==> config.mk <==
export PLATFORM = sky130hd
export DESIGN_NAME = vga_sink_mon
export DESIGN_NICKNAME = d
export VERILOG_FILES = /design/src/rtl/vga_sink_mon.sv
export SDC_FILE = /design/constraint.sdc
export NUM_CORES = 1
export LEC_CHECK = 0
export CORE_MARGIN = 2
export CORE_UTILIZATION = 25
export CTS_BUF_LIST = sky130_fd_sc_hd__clkbuf_8
export CTS_CLUSTER_DIAMETER = 150
export CTS_CLUSTER_SIZE = 25
export DETAILED_ROUTE_END_ITERATION = 8
export PLACE_DENSITY = 0.4
export RECOVER_POWER = 25
export SLEW_MARGIN = 20
export SYNTH_ARGS = -nofsm -noshare
export SYNTH_HDL_FRONTEND = slang
export SYNTH_SLANG_ARGS = --single-unit
==> constraint.sdc <==
create_clock -name clk -period 4.2 [get_ports clk]
set_input_delay 0.84 -clock clk [delete_from_list [all_inputs] [get_ports clk]]
set_output_delay 0.84 -clock clk [all_outputs]
set_load 0.01 [all_outputs]
==> src/rtl/vga_sink_mon.sv <==
`default_nettype none
// ============================================================================
// Module   : vga_sink_mon
// Function : VGA receive-side monitor. Recovers pixel coordinates, measures
//            line/frame timing, tracks lock and signs every frame's pixels.
// Revision : 1.0
// ============================================================================
module vga_sink_mon #(
  parameter int H_TOTAL  = 800,
  parameter int V_TOTAL  = 525,
  parameter int H_ACTIVE = 640,
  parameter int V_ACTIVE = 480,
  parameter int SYNC_POL = 0
) (
  input  logic        clk,
  input  logic        rst_n,
  input  logic        hsync,
  input  logic        vsync,
  input  logic        de,
  input  logic [5:0]  rgb,
  output logic        px_valid,
  output logic [9:0]  px_x,
  output logic [9:0]  px_y,
  output logic [5:0]  px_rgb,
  output logic        locked,
  output logic [9:0]  h_meas,
  output logic [9:0]  v_meas,
  output logic [15:0] frame_sig,
  output logic        sig_valid,
  output logic        err,
  output logic [7:0]  err_cnt
);

  localparam logic       c_sync_pol = (SYNC_POL != 0);
  localparam logic [9:0] c_h_total  = 10'(H_TOTAL);
  localparam logic [9:0] c_v_total  = 10'(V_TOTAL);
  localparam logic [9:0] c_h_active = 10'(H_ACTIVE);
  localparam logic [9:0] c_v_active = 10'(V_ACTIVE);
  localparam logic [9:0] c_cnt_max  = 10'h3FF;

  typedef enum logic [1:0] {
    ST_SEARCH = 2'd0,
    ST_TRAIN  = 2'd1,
    ST_LOCKED = 2'd2
  } state_t;

  state_t      r_state, w_state_nxt;

  logic        r_hs_prev, r_vs_prev, r_de_prev;
  logic [9:0]  r_x_cnt, r_y_cnt, r_hcnt, r_line_cnt, r_act_cnt;
  logic        r_have_line;
  logic [15:0] r_sig_acc;

  logic        w_hs_act, w_vs_act, w_hs_lead, w_vs_lead, w_de_fall;
  logic        w_checking, w_chk_h;
  logic [9:0]  w_h_per;
  logic        w_viol_h, w_viol_a, w_viol_v, w_viol;

  // Counters hold at their maximum so a lost sync cannot wrap into a match.
  function automatic logic [9:0] sat_inc10(input logic [9:0] v);
    return (v == c_cnt_max) ? v : v + 10'd1;
  endfunction

  assign w_hs_act  = (hsync == c_sync_pol);
  assign w_vs_act  = (vsync == c_sync_pol);
  assign w_hs_lead = w_hs_act & ~r_hs_prev;
  assign w_vs_lead = w_vs_act & ~r_vs_prev;
  assign w_de_fall = ~de & r_de_prev;

  assign w_checking = (r_state != ST_SEARCH);
  assign w_h_per    = sat_inc10(r_hcnt);
  assign w_chk_h    = w_checking & w_hs_lead & r_have_line;

  assign w_viol_h = w_chk_h & (w_h_per != c_h_total);
  assign w_viol_a = w_checking & w_de_fall & (r_act_cnt != c_h_active);
  assign w_viol_v = w_checking & w_vs_lead &
                    ((r_line_cnt != c_v_total) | (r_y_cnt != c_v_active));
  assign w_viol   = w_viol_h | w_viol_a | w_viol_v;

  assign locked = (r_state == ST_LOCKED);

  always_comb begin
    w_state_nxt = r_state;
    case (r_state)
      ST_SEARCH: if (w_vs_lead) w_state_nxt = ST_TRAIN;
      ST_TRAIN: begin
        if (w_viol)         w_state_nxt = ST_SEARCH;
        else if (w_vs_lead) w_state_nxt = ST_LOCKED;
      end
      ST_LOCKED: if (w_viol) w_state_nxt = ST_SEARCH;
      default:   w_state_nxt = ST_SEARCH;
    endcase
  end

  always_ff @(posedge clk or negedge rst_n) begin
    if (!rst_n) r_state <= ST_SEARCH;
    else        r_state <= w_state_nxt;
  end

  always_ff @(posedge clk or negedge rst_n) begin
    if (!rst_n) begin
      r_hs_prev   <= 1'b0;
      r_vs_prev   <= 1'b0;
      r_de_prev   <= 1'b0;
      r_x_cnt     <= '0;
      r_y_cnt     <= '0;
      r_hcnt      <= '0;
      r_line_cnt  <= '0;
      r_act_cnt   <= '0;
      r_have_line <= 1'b0;
      r_sig_acc   <= '0;
      px_valid    <= 1'b0;
      px_x        <= '0;
      px_y        <= '0;
      px_rgb      <= '0;
      h_meas      <= '0;
      v_meas      <= '0;
      frame_sig   <= '0;
      sig_valid   <= 1'b0;
      err         <= 1'b0;
      err_cnt     <= '0;
    end else begin
      r_hs_prev <= w_hs_act;
      r_vs_prev <= w_vs_act;
      r_de_prev <= de;

      px_valid <= de;
      px_rgb   <= rgb;
      px_x     <= w_hs_lead ? 10'd0 : r_x_cnt;
      px_y     <= r_y_cnt;

      if (w_hs_lead)  r_x_cnt <= de ? 10'd1 : 10'd0;
      else if (de)    r_x_cnt <= sat_inc10(r_x_cnt);

      if (w_hs_lead)  r_hcnt <= '0;
      else            r_hcnt <= sat_inc10(r_hcnt);

      if (w_vs_lead)      r_y_cnt <= '0;
      else if (w_de_fall) r_y_cnt <= sat_inc10(r_y_cnt);

      // A vsync lead that coincides with an hsync lead opens line 1 of the frame.
      if (w_vs_lead)      r_line_cnt <= {9'd0, w_hs_lead};
      else if (w_hs_lead) r_line_cnt <= sat_inc10(r_line_cnt);

      if (w_de_fall)  r_act_cnt <= '0;
      else if (de)    r_act_cnt <= sat_inc10(r_act_cnt);

      if (r_state == ST_SEARCH) r_have_line <= 1'b0;
      else if (w_hs_lead)       r_have_line <= 1'b1;

      if (w_chk_h)                 h_meas <= w_h_per;
      if (w_checking & w_vs_lead)  v_meas <= r_line_cnt;

      if (w_vs_lead) begin
        frame_sig <= r_sig_acc;
        r_sig_acc <= de ? {10'd0, rgb} : 16'd0;
      end else if (de) begin
        r_sig_acc <= {r_sig_acc[14:0], r_sig_acc[15]} ^ {10'd0, rgb};
      end

      sig_valid <= w_vs_lead & (r_state == ST_LOCKED) & ~w_viol;

      err <= w_viol;
      if (w_viol && (err_cnt != 8'hFF)) err_cnt <= err_cnt + 8'd1;
    end
  end

endmodule
`default_nettype wire

==> results of run 1 <==
-- logic make-up after synthesis --
group | after synthesis | synth area share
adder cells (fa/ha/maj) | 9 | 0.0175
AO/OA/AOI/OAI | 84 | 0.0842
XOR/XNOR | 34 | 0.0463
buffers and inverters | 41 | 0.0282
AND/OR/NAND/NOR | 299 | 0.224
multiplexers | 24 | 0.0395
flip-flops | 144 | 0.560
-- synth_stat cells, drive strengths merged, types with 3 or more instances --
master	n
o22ai	3
nor2b	4
mux2i	13
or3b	3
nor4	4
nor3	8
ha	9
or3	3
o31ai	3
a31oi	3
a41oi	3
inv	16
and3	16
a211oi	5
dfrtp	144
nand3	33
mux2	11
xor2	17
a21oi	11
o21ai	35
buf	5
o211ai	7
nand4b	3
nand4	18
or2	3
clkbuf	19
xnor2	17
a21o	5
nor2	68
nand2b	3
and2	16
nand2	108
-- sequential cells by signal (all words and copies together) (netlist names) --
register,count
r_line_cnt,10
px_x,10
v_meas,10
r_sig_acc,16
r_hs_prev,1
r_x_cnt,10
r_state,2
r_hcnt,10
h_meas,10
r_vs_prev,1
px_rgb,6
r_act_cnt,10
sig_valid,1
err,1
frame_sig,16
r_de_prev,1
r_have_line,1
px_y,10
r_y_cnt,10
err_cnt,8
-- final cells by class --
type                    count  area [µm²]  share of cell area
repair buffers             89         881               0.110
inverters                  16        60.1             0.00753
multi-input cells         450        2660               0.333
clock inverters            15         129              0.0162
well taps                 330         413              0.0518
flip-flops and latches    144        3600               0.452
clock buffers              17         234              0.0293
-- through the flow --
stage / power [W] / hold WS [ns] / setup WS, ns / instances
final: 0.00344 / 0.428 / 1.29 / 1061
after global routing: 0.00366 / 0.451 / 1.10 / 1061
after CTS: 0.00350 / 0.430 / 1.29 / 1061
after detailed placement: 0.00243 / 0.403 / 1.27 / 1029
after global placement: 0.00242 / 0.414 / 1.30 / 1029
after floorplan: 0.00209 / 0.385 / 1.66 / 635
-- worst paths after layout --
path	slack (ns)	cells after the start	start	to
worst max-delay path	1.29	7	r_hcnt[0]	err_cnt[6]
worst min-delay path	0.43	0	r_y_cnt[8]	px_y[8]
worst max register to register	1.29	7	r_hcnt[0]	err_cnt[6]
worst min register to register	0.43	0	r_y_cnt[8]	px_y[8]
max in group asynchronous	1.91	1	rst_n	r_state[0]
min in group asynchronous	1.03	1	rst_n	r_x_cnt[2]
-- routing by layer --
layer	vias to the layer above	part of all wire
li1	2354	-
met2	119	0.45
met1	2390	0.49
met3	18	0.045
met4	0	0.012
met5	-	0
-- power by group --
| group | switching, W | internal (W) |
|---|---|---|
| Sequential | 0.000157 | 0.00154 |
| Combinational | 0.000353 | 0.000336 |
| Clock | 0.000625 | 0.000428 |
-- worst max-delay path, stage by stage (launching register included) --
cell	delay (ns)
sky130_fd_sc_hd__dfrtp_1	0.47
sky130_fd_sc_hd__ha_1	0.37
sky130_fd_sc_hd__and3b_1	0.23
sky130_fd_sc_hd__or4_1	0.47
sky130_fd_sc_hd__a222oi_1	0.38
sky130_fd_sc_hd__nand4b_2	0.31
sky130_fd_sc_hd__a21oi_1	0.23
sky130_fd_sc_hd__mux2_2	0.35
==> impl_results.md, run 1 <==
- Number of CTS-inserted buffers: 17
- Area Growth Syn to Fin: 24.0%
- Total wirelength of the detailed-routed design: 15600 µm
- Final design instance area without fill: about 8000 µm²
- Portion of the post-synthesis area used by sequential elements: 0.560
- Number of filler instances in the final layout: between 2000 and 3000
- Number of enable-type register cells in the synthesized netlist: 0
- Cell type contributing the most total cell area after synthesis: sky130_fd_sc_hd__dfrtp_1
- Total negative slack for setup checks: 0 ns
- Top flip-flop cell by instance count after synthesis: sky130_fd_sc_hd__dfrtp_1
- Die Span X: 164 µm
- Top-level port count: 85
- Effective utilization at floorplan: 0.255
- Avg Cell Area, Syn: 10.1 µm²
- Placer's final routability congestion estimate: 0.815
- Maximum resistive drop on vdd: 149 µV
- Total congestion overflow after global routing: 0
- Maximum root-to-sink buffer count: 2
- Leakage power: between 3 and 4 nW
- Die outline area: 27000 µm²
- Global-route met3 utilization: 0.0319
- Post-DP Area: 7620 µm²
- GRT met2 Usage: 0.186
- Post-Syn Nets: about 660
- Clock-pin slew on the worst setup and hold paths: 0.10 ns
- Hold violation total from the final report: 0
- Detailed Place HPWL: 10300 µm
- Clock Root Buffer: sky130_fd_sc_hd__clkbuf_8
- Post-synthesis instance total: 635
- Yosys top cell area share: 0.560
- Per-cell routed wire length: 14.7 µm
- Most frequent standard cell in the layout excluding fill and tap cells: sky130_fd_sc_hd__dfrtp_1
- Number of port buffers: 84
- Global-route wire length before repair: ~26000 µm
- Element type at the critical path start: flop
- Maximum frequency from static timing analysis: 343 MHz
- Count of final max-slew check failures: 83
- Max-cap violations: 1
- Ranking of synthesized cells by area: sky130_fd_sc_hd__dfrtp_1, sky130_fd_sc_hd__nand2_1, sky130_fd_sc_hd__nor2_1
- Hold buffer count at cts: 0
- Setup repair after global routing missed its margin: false
- Antenna Violating Nets Remaining: 0
- Post-CTS setup repair buffer count: 0
- Detailed-route via count: 4881
- Initial DRC count: 355
- Total of cells resized after clock tree synthesis: 0
- Number of levels the H-tree was split into: 4
- Number of nets in the final layout: 738
- Global Route met1 Usage: 0.172
- Fraction of registers with async set or reset after synthesis: 1.00
- Vias in the first global route: between 4000 and 5000
- Number of remaining DRC errors: 0
- Number of warnings reported in the yosys synthesis log: 0
- Most utilized layer in the global route result: met2
- Die Span Y: 164 µm
- Largest fanout of any net on the critical path: 13
- Path class of the lowest-slack min-delay path: flop to flop
- TritonCTS Sinks: roughly 140
- Actual slew at the worst max-slew pin: roughly 2.2 ns
- Post-layout utilization of the core: 0.316
- Kind of end point of the critical path: flop
- Final cycle utilization of the critical path: 0.693
- Commonest cells after routing, fill and taps aside: sky130_fd_sc_hd__dfrtp_1, sky130_fd_sc_hd__nand2_1, sky130_fd_sc_hd__clkdlybuf4s50_1, sky130_fd_sc_hd__nor2_1, sky130_fd_sc_hd__o21ai_0
- Arrival time of the worst setup path: between 3 and 4 ns
- Global-route usage over all layers: 0.122
- Antenna violations before repair: 0
- Diode insertion count for antenna repair: 0
- Clock tree from TritonCTS: built
- Max transition margin: -0.453
- Result of the run: finished with violations
- Mapped Area: about 6400 µm²
- Initial DRT Pass Iterations: 5
- Post-synthesis cell type count: 61
- Final number of setup-violating endpoints: 0
- Post-route minimum period: 2.91 ns
- PwrDens: between 400 and 500 nW/µm²
- Share of cells above drive strength 1: 0.0971
- Core box area: 25300 µm²
- Failing checks: capacitance limit, slew limit
- Ratio of routed vias to standard cells: 4.60
- CP Data Required Time: 4.55 ns
- Clock latency reported for the late side of the worst-skew pair: 0.47 ns
- Clock Skews: 0.0174 ns
- Pin count of the biggest net entering global routing: between 80 and 90
- Total number of placement rows: 58
- Worst Setup Path Type: flop to flop
- Register bit count reported by yosys: 144
Power figures use the tool's default switching activity.
==> run 2, diff against run 1 <==
- PLACE_DENSITY: 0.4 -> 0.42
- clock period: 4.2 -> 2.5 ns (I/O delays scaled with it)
==> run 2 against run 1 <==
  * Count of clock-buffer cells in the layout rose by 1
  * Largest power group unchanged
  * Maximum frequency rose by 18%
  * Register-to-register slack got worse by 1.3 ns
  * The flow still finishes with violations (capacitance limit, slew limit)
  * Critical path type unchanged
  * Power rose by 80%
  * Global-route usage rose by 0.53 points
  * Non-clock buffer count rose by 32
  * Critical endpoint is now err_cnt[1]
  * Setup slack got worse by 1.3 ns
  * First-iteration DRC count fell by 48%
  * Cell area rose by 4.5%
==> impl_results.md, run 2 (synthesized netlist as in run 1, its figures left out) <==
- Result of the run: finished with violations
- Failing checks: capacitance limit, slew limit
- CP max stage delay: 0.41 ns
- Maximum frequency from static timing analysis: 405 MHz
- Number of instances in the placed design: 1059
- Number of port buffers: 84
- Most frequent standard cell in the layout excluding fill and tap cells: sky130_fd_sc_hd__dfrtp_1
- Ratio of routed vias to standard cells: 4.52
- Hold buffer count at cts: 0
- Number of levels the H-tree was split into: 4
- Worst Setup Path Type: flop to flop
- Global-route wire length before repair: 27000 µm
- Arrival time of the worst setup path: 2.78 ns
- Share of cells above drive strength 1: 0.139
- Top-level port count: 85
- Count of final max-slew check failures: 64
- Global-route usage over all layers: 0.128
- Total number of placement rows: 58
- Clock Skews: 0.0196 ns
- Clock Root Buffer: sky130_fd_sc_hd__clkbuf_8
- Final number of setup-violating endpoints: 0
- Kind of end point of the critical path: flop
- Number of nets in the final layout: 770
- PwrDens: 745 nW/µm²
- Post-DP Area: around 7900 µm²
- Detailed Place HPWL: approximately 11000 µm
- Total congestion overflow after global routing: 0
- Placer's final routability congestion estimate: just over 0.8
- Pin count of the biggest net entering global routing: 64
- Antenna Violating Nets Remaining: 0
- Tot Pwr: 0.00621 W
- CP Data Required Time: 2.81 ns
- Max transition margin: -0.122
- Core box area: 25300 µm²
- Final critical-path setup slack: 0.0337 ns
- Path class of the lowest-slack min-delay path: flop to flop
- TritonCTS Sinks: between 100 and 150
- Die Span X: ~160 µm
- Die Span Y: 164 µm
- Effective utilization at floorplan: 0.255
- Maximum root-to-sink buffer count: 2
- Detailed-route via count: 4939
- Die outline area: 27000 µm²
- Final design instance area without fill: 8330 µm²
- Cell with the largest stage delay on the worst path: sky130_fd_sc_hd__or4_1
- Antenna violations before repair: 1
- Number of remaining DRC errors: 0
- Element type at the critical path start: flop
- Final cycle utilization of the critical path: 0.987
- Per-cell routed wire length: 14.6 µm
- Total wirelength of the detailed-routed design: 15900 µm
- Initial DRC count: around 190
- Worst setup timing slack at the placement stage: -0.0132 ns
- Hold violation total from the final report: 0
- Number of CTS-inserted buffers: 17
- Clock latency reported for the late side of the worst-skew pair: 0.45 ns
- Initial DRT Pass Iterations: 5
- Maximum resistive drop on vdd: around 280 µV
- Commonest cells after routing, fill and taps aside: sky130_fd_sc_hd__dfrtp_1, sky130_fd_sc_hd__nand2_1, sky130_fd_sc_hd__clkdlybuf4s50_1, sky130_fd_sc_hd__nor2_1, sky130_fd_sc_hd__o21ai_0
- Post-route minimum period: 2.47 ns
- Post-layout utilization of the core: 0.330
- Clock-pin slew on the worst setup and hold paths: roughly 0.10 ns
- Registers with the most flip-flops: frame_sig (16), r_sig_acc (16)
- Cells traversed along the worst timing path: ha_2 -> and3b_1 -> or4_1 -> a222oi_1 -> nand4b_2 -> buf_6 -> a21oi_4 -> buf_4 -> o211ai_1
- Post-layout instance count excluding filler cells: 1093
- Actual slew at the worst max-slew pin: about 1.7 ns
- Clock tree from TritonCTS: built
- Area Growth Syn to Fin: 29.5%
- Largest fanout of any net on the critical path: 5
- Vias in the first global route: 5205
- Leakage power: ~3.8 nW
- Max-cap violations: 1
- Setup repair after global routing missed its margin: true
run 2: critical path: cells and delay by family, from the launching register on:
kind,cells,cell delay [ns]
AO/OA/AOI/OAI,3,0.63
adder cells (fa/ha/maj),1,0.21
buffers and inverters,2,0.32
flip-flops,1,0.39
AND/OR/NAND/NOR,3,0.78
run 2: worst paths after layout:
| path | from | cells past startpoint | end | slack [ns] |
|---|---|---|---|---|
| worst max-delay path | r_hcnt[1] | 9 | err_cnt[1] | 0.03 |
| worst min-delay path | r_y_cnt[8] | 0 | px_y[8] | 0.43 |
| worst max register to register | r_hcnt[1] | 9 | err_cnt[1] | 0.03 |
| worst min register to register | r_y_cnt[8] | 0 | px_y[8] | 0.43 |
| max in group asynchronous | rst_n | 2 | h_meas[9] | 0.45 |
| min in group asynchronous | rst_n | 1 | px_y[5] | 0.47 |
run 2: final cells by class:
cell class	count	area (µm²)
antenna	1	2.50
clock buffer	18	248
clock inverter	13	200
fill	2607	16900
inverter	16	60.1
multi-input combinational	450	2680
sequential	144	3600
tap	330	413
timing repair buffer	121	1120
run 2: power by group:
group          switching [W]  total [W]  internal (W)  leakage (nW)
logic               0.000649    0.00129      0.000636          1.63
clock network       0.000970    0.00210       0.00114         0.223
registers           0.000227    0.00282       0.00259          1.92
run 2: per-stage QoR:
step	hold slack [ns]	setup TNS, ns
floorplan	0.204	0
global placement	0.409	0
detailed placement	0.411	-0.0132
CTS	0.0396	0
global route	0.440	-0.744
finish	0.425	0
run 2: layer usage:
layer | up-vias | GRT usage | routed length [µm]
li1 | 2410 | - | -
met1 | 2420 | 0.172 | 7470
met2 | 93 | 0.202 | 7630
met3 | 16 | 0.0286 | 603
met4 | 0 | 0.0462 | 199
met5 | - | 0 | 0
run 2: timing repair:
action / CTS / global route
buffers inserted: 1 / 1
setup endpoints to repair: 3 / 16
pin swaps: 3 / 1
resized for setup: 1 / 4
==> run 3, diff against run 2 <==
- CAP_MARGIN: unset -> 20
- CORE_MARGIN: 2 -> 1
==> run 3 against run 2 <==
  * The run ends with setup timing left
  * Setup slack lost 0.037 ns
  * Non-clock buffer count shrank 3
  * Sequential share of layout area grew 0.24 points
  * Sequential power is essentially flat
  * First-iteration DRC count grew 39%
  * Count of clock-buffer cells in the layout shrank 1
  * Core utilization shrank 0.089 points
  * Register-to-register slack lost 0.04 ns
  * Critical endpoint is now err_cnt[6]
==> impl_results.md, run 3 (synthesized netlist as in run 1, its figures left out) <==
- Number of remaining DRC errors: 0
- Global-route wire length before repair: approximately 26000 µm
- Tot Pwr: 0.00610 W
- Actual slew at the worst max-slew pin: 1.39 ns
- Arrival time of the worst setup path: 2.84 ns
- Final critical-path setup slack: -0.00288 ns
- Maximum frequency from static timing analysis: between 300 and 400 MHz
- Post-DP Area: 7860 µm²
- Commonest cells after routing, fill and taps aside: sky130_fd_sc_hd__dfrtp_1, sky130_fd_sc_hd__nand2_1, sky130_fd_sc_hd__clkdlybuf4s50_1, sky130_fd_sc_hd__nor2_1, sky130_fd_sc_hd__o21ai_0
- CP Data Required Time: 2.84 ns
- Cell with the largest stage delay on the worst path: sky130_fd_sc_hd__a222oi_1
- CP max stage delay: 0.41 ns
- Worst flop-to-flop path startpoint: r_hcnt[1]
- Area Growth Syn to Fin: 28.8%
- Placer's final routability congestion estimate: roughly 0.86
- Number of nets in the final layout: ~770
- Share of cells above drive strength 1: 0.132
- Total wirelength of the detailed-routed design: between 15000 and 20000 µm
- Gate family responsible for the most delay along the worst path: simple AND/OR/NAND/NOR gates
- Hold buffer count at cts: 0
- Detailed-route via count: around 4900
- Per-cell routed wire length: 14.3 µm
- Die Span X: 162 µm
- Total number of placement rows: 58
- Most frequent standard cell in the layout excluding fill and tap cells: sky130_fd_sc_hd__dfrtp_1
- Final cycle utilization of the critical path: 1.00
- Number of levels the H-tree was split into: 4
- Initial DRT Pass Iterations: 4
- Number of CTS-inserted buffers: 17
- Maximum root-to-sink buffer count: 2
- Antenna violations before repair: 1
- Worst Setup Path Type: flop to flop
- PwrDens: approximately 740 nW/µm²
- Buffering stage count on the worst path with inverters included: 1
- Critical path origin: r_hcnt[1]
- Final design instance area without fill: 8290 µm²
- Post-route minimum period: 2.50 ns
- Global-route usage over all layers: 0.125
- Die outline area: 26400 µm²
- Core box area: 25200 µm²
- Clock latency reported for the late side of the worst-skew pair: about 0.45 ns
- Clock Skews: 0.0139 ns
- Element type at the critical path start: flop
- Clock Root Buffer: sky130_fd_sc_hd__clkbuf_8
- Clock-pin slew on the worst setup and hold paths: approximately 0.08 ns
- Cells traversed along the worst timing path: ha_2 -> and3b_1 -> or4_1 -> a222oi_1 -> nand4b_2 -> buf_4 -> a21oi_2 -> mux2_4
- Top-level port count: 85
- Kind of end point of the critical path: flop
- Failing checks: setup timing
- Number of port buffers: 84
- Largest fanout of any net on the critical path: 4
- TritonCTS Sinks: 144
- Maximum resistive drop on vdd: around 350 µV
- Hold violation total from the final report: 0
- Clock tree from TritonCTS: built
- Pin count of the biggest net entering global routing: 56
- Path class of the lowest-slack min-delay path: input port to async pin
- Final number of setup-violating endpoints: 1
- Max-cap violations: 0
- Count of final max-slew check failures: 0
- Max transition margin: 0.0764
- Ratio of routed vias to standard cells: 4.48
- Vias in the first global route: about 5000
- Detailed Place HPWL: 10900 µm
- Leakage power: 3.75 nW
- Result of the run: finished with violations
- Effective utilization at floorplan: 0.255
- Setup repair after global routing missed its margin: true
- Antenna Violating Nets Remaining: 0
- Total congestion overflow after global routing: 0
- Initial DRC count: around 260
- Registers with the most flip-flops: frame_sig (16), r_sig_acc (16)
- Die Span Y: 162 µm
run 3: per-stage QoR:
stage,hold slack [ns],util,setup slack (ns),TNS (ns),instances
after CTS,0.0127,0.330,0.0224,0,1090
after global routing,0.440,0.329,-0.156,-0.912,1090
after detailed placement,0.415,0.312,-0.0257,-0.0257,1055
after global placement,0.409,0.312,0.0579,0,1055
after floorplan,0.204,-,0.0470,0,635
final,0.359,0.329,-0.00288,-0.00288,1091
run 3: area by class of cell:
class	instances	area (µm²)
antenna	1	2.50
clock buffer	17	234
clock inverter	15	194
fill	2556	16900
inverter	16	60.1
multi-input combinational	450	2680
sequential	144	3600
tap	330	413
timing repair buffer	118	1100
run 3: worst paths after layout:
path	end	slack [ns]	cells after the start
worst max-delay path	err_cnt[6]	-0.003	8
worst min-delay path	v_meas[3]	0.36	1
worst max register to register	err_cnt[6]	-0.003	8
worst min register to register	px_y[8]	0.43	0
max in group asynchronous	r_hcnt[9]	0.49	2
min in group clk	px_y[8]	0.43	0
run 3: what timing repair did:
| action | 4_1_cts | 5_1_grt |
|---|---|---|
| endpoints found under the setup margin | 1 | 10 |
| pin swaps | 4 | 2 |
| setup buffers | 3 | 0 |
| gates resized for setup | 1 | 2 |
run 3: power breakdown:
group	internal, W	leakage, nW	switching [W]
registers	0.00259	1.92	0.000223
clock network	0.00108	0.216	0.000928
logic	0.000630	1.62	0.000650
total	0.00430	3.75	0.00180
run 3: routing by layer:
layer  wire length, µm  global-route usage  vias up
met5                 0                   0        -
met4               158              0.0334        0
met3               663              0.0362       12
met2              7190               0.197       96
met1              7540               0.167     2379
li1                  -                   -     2399
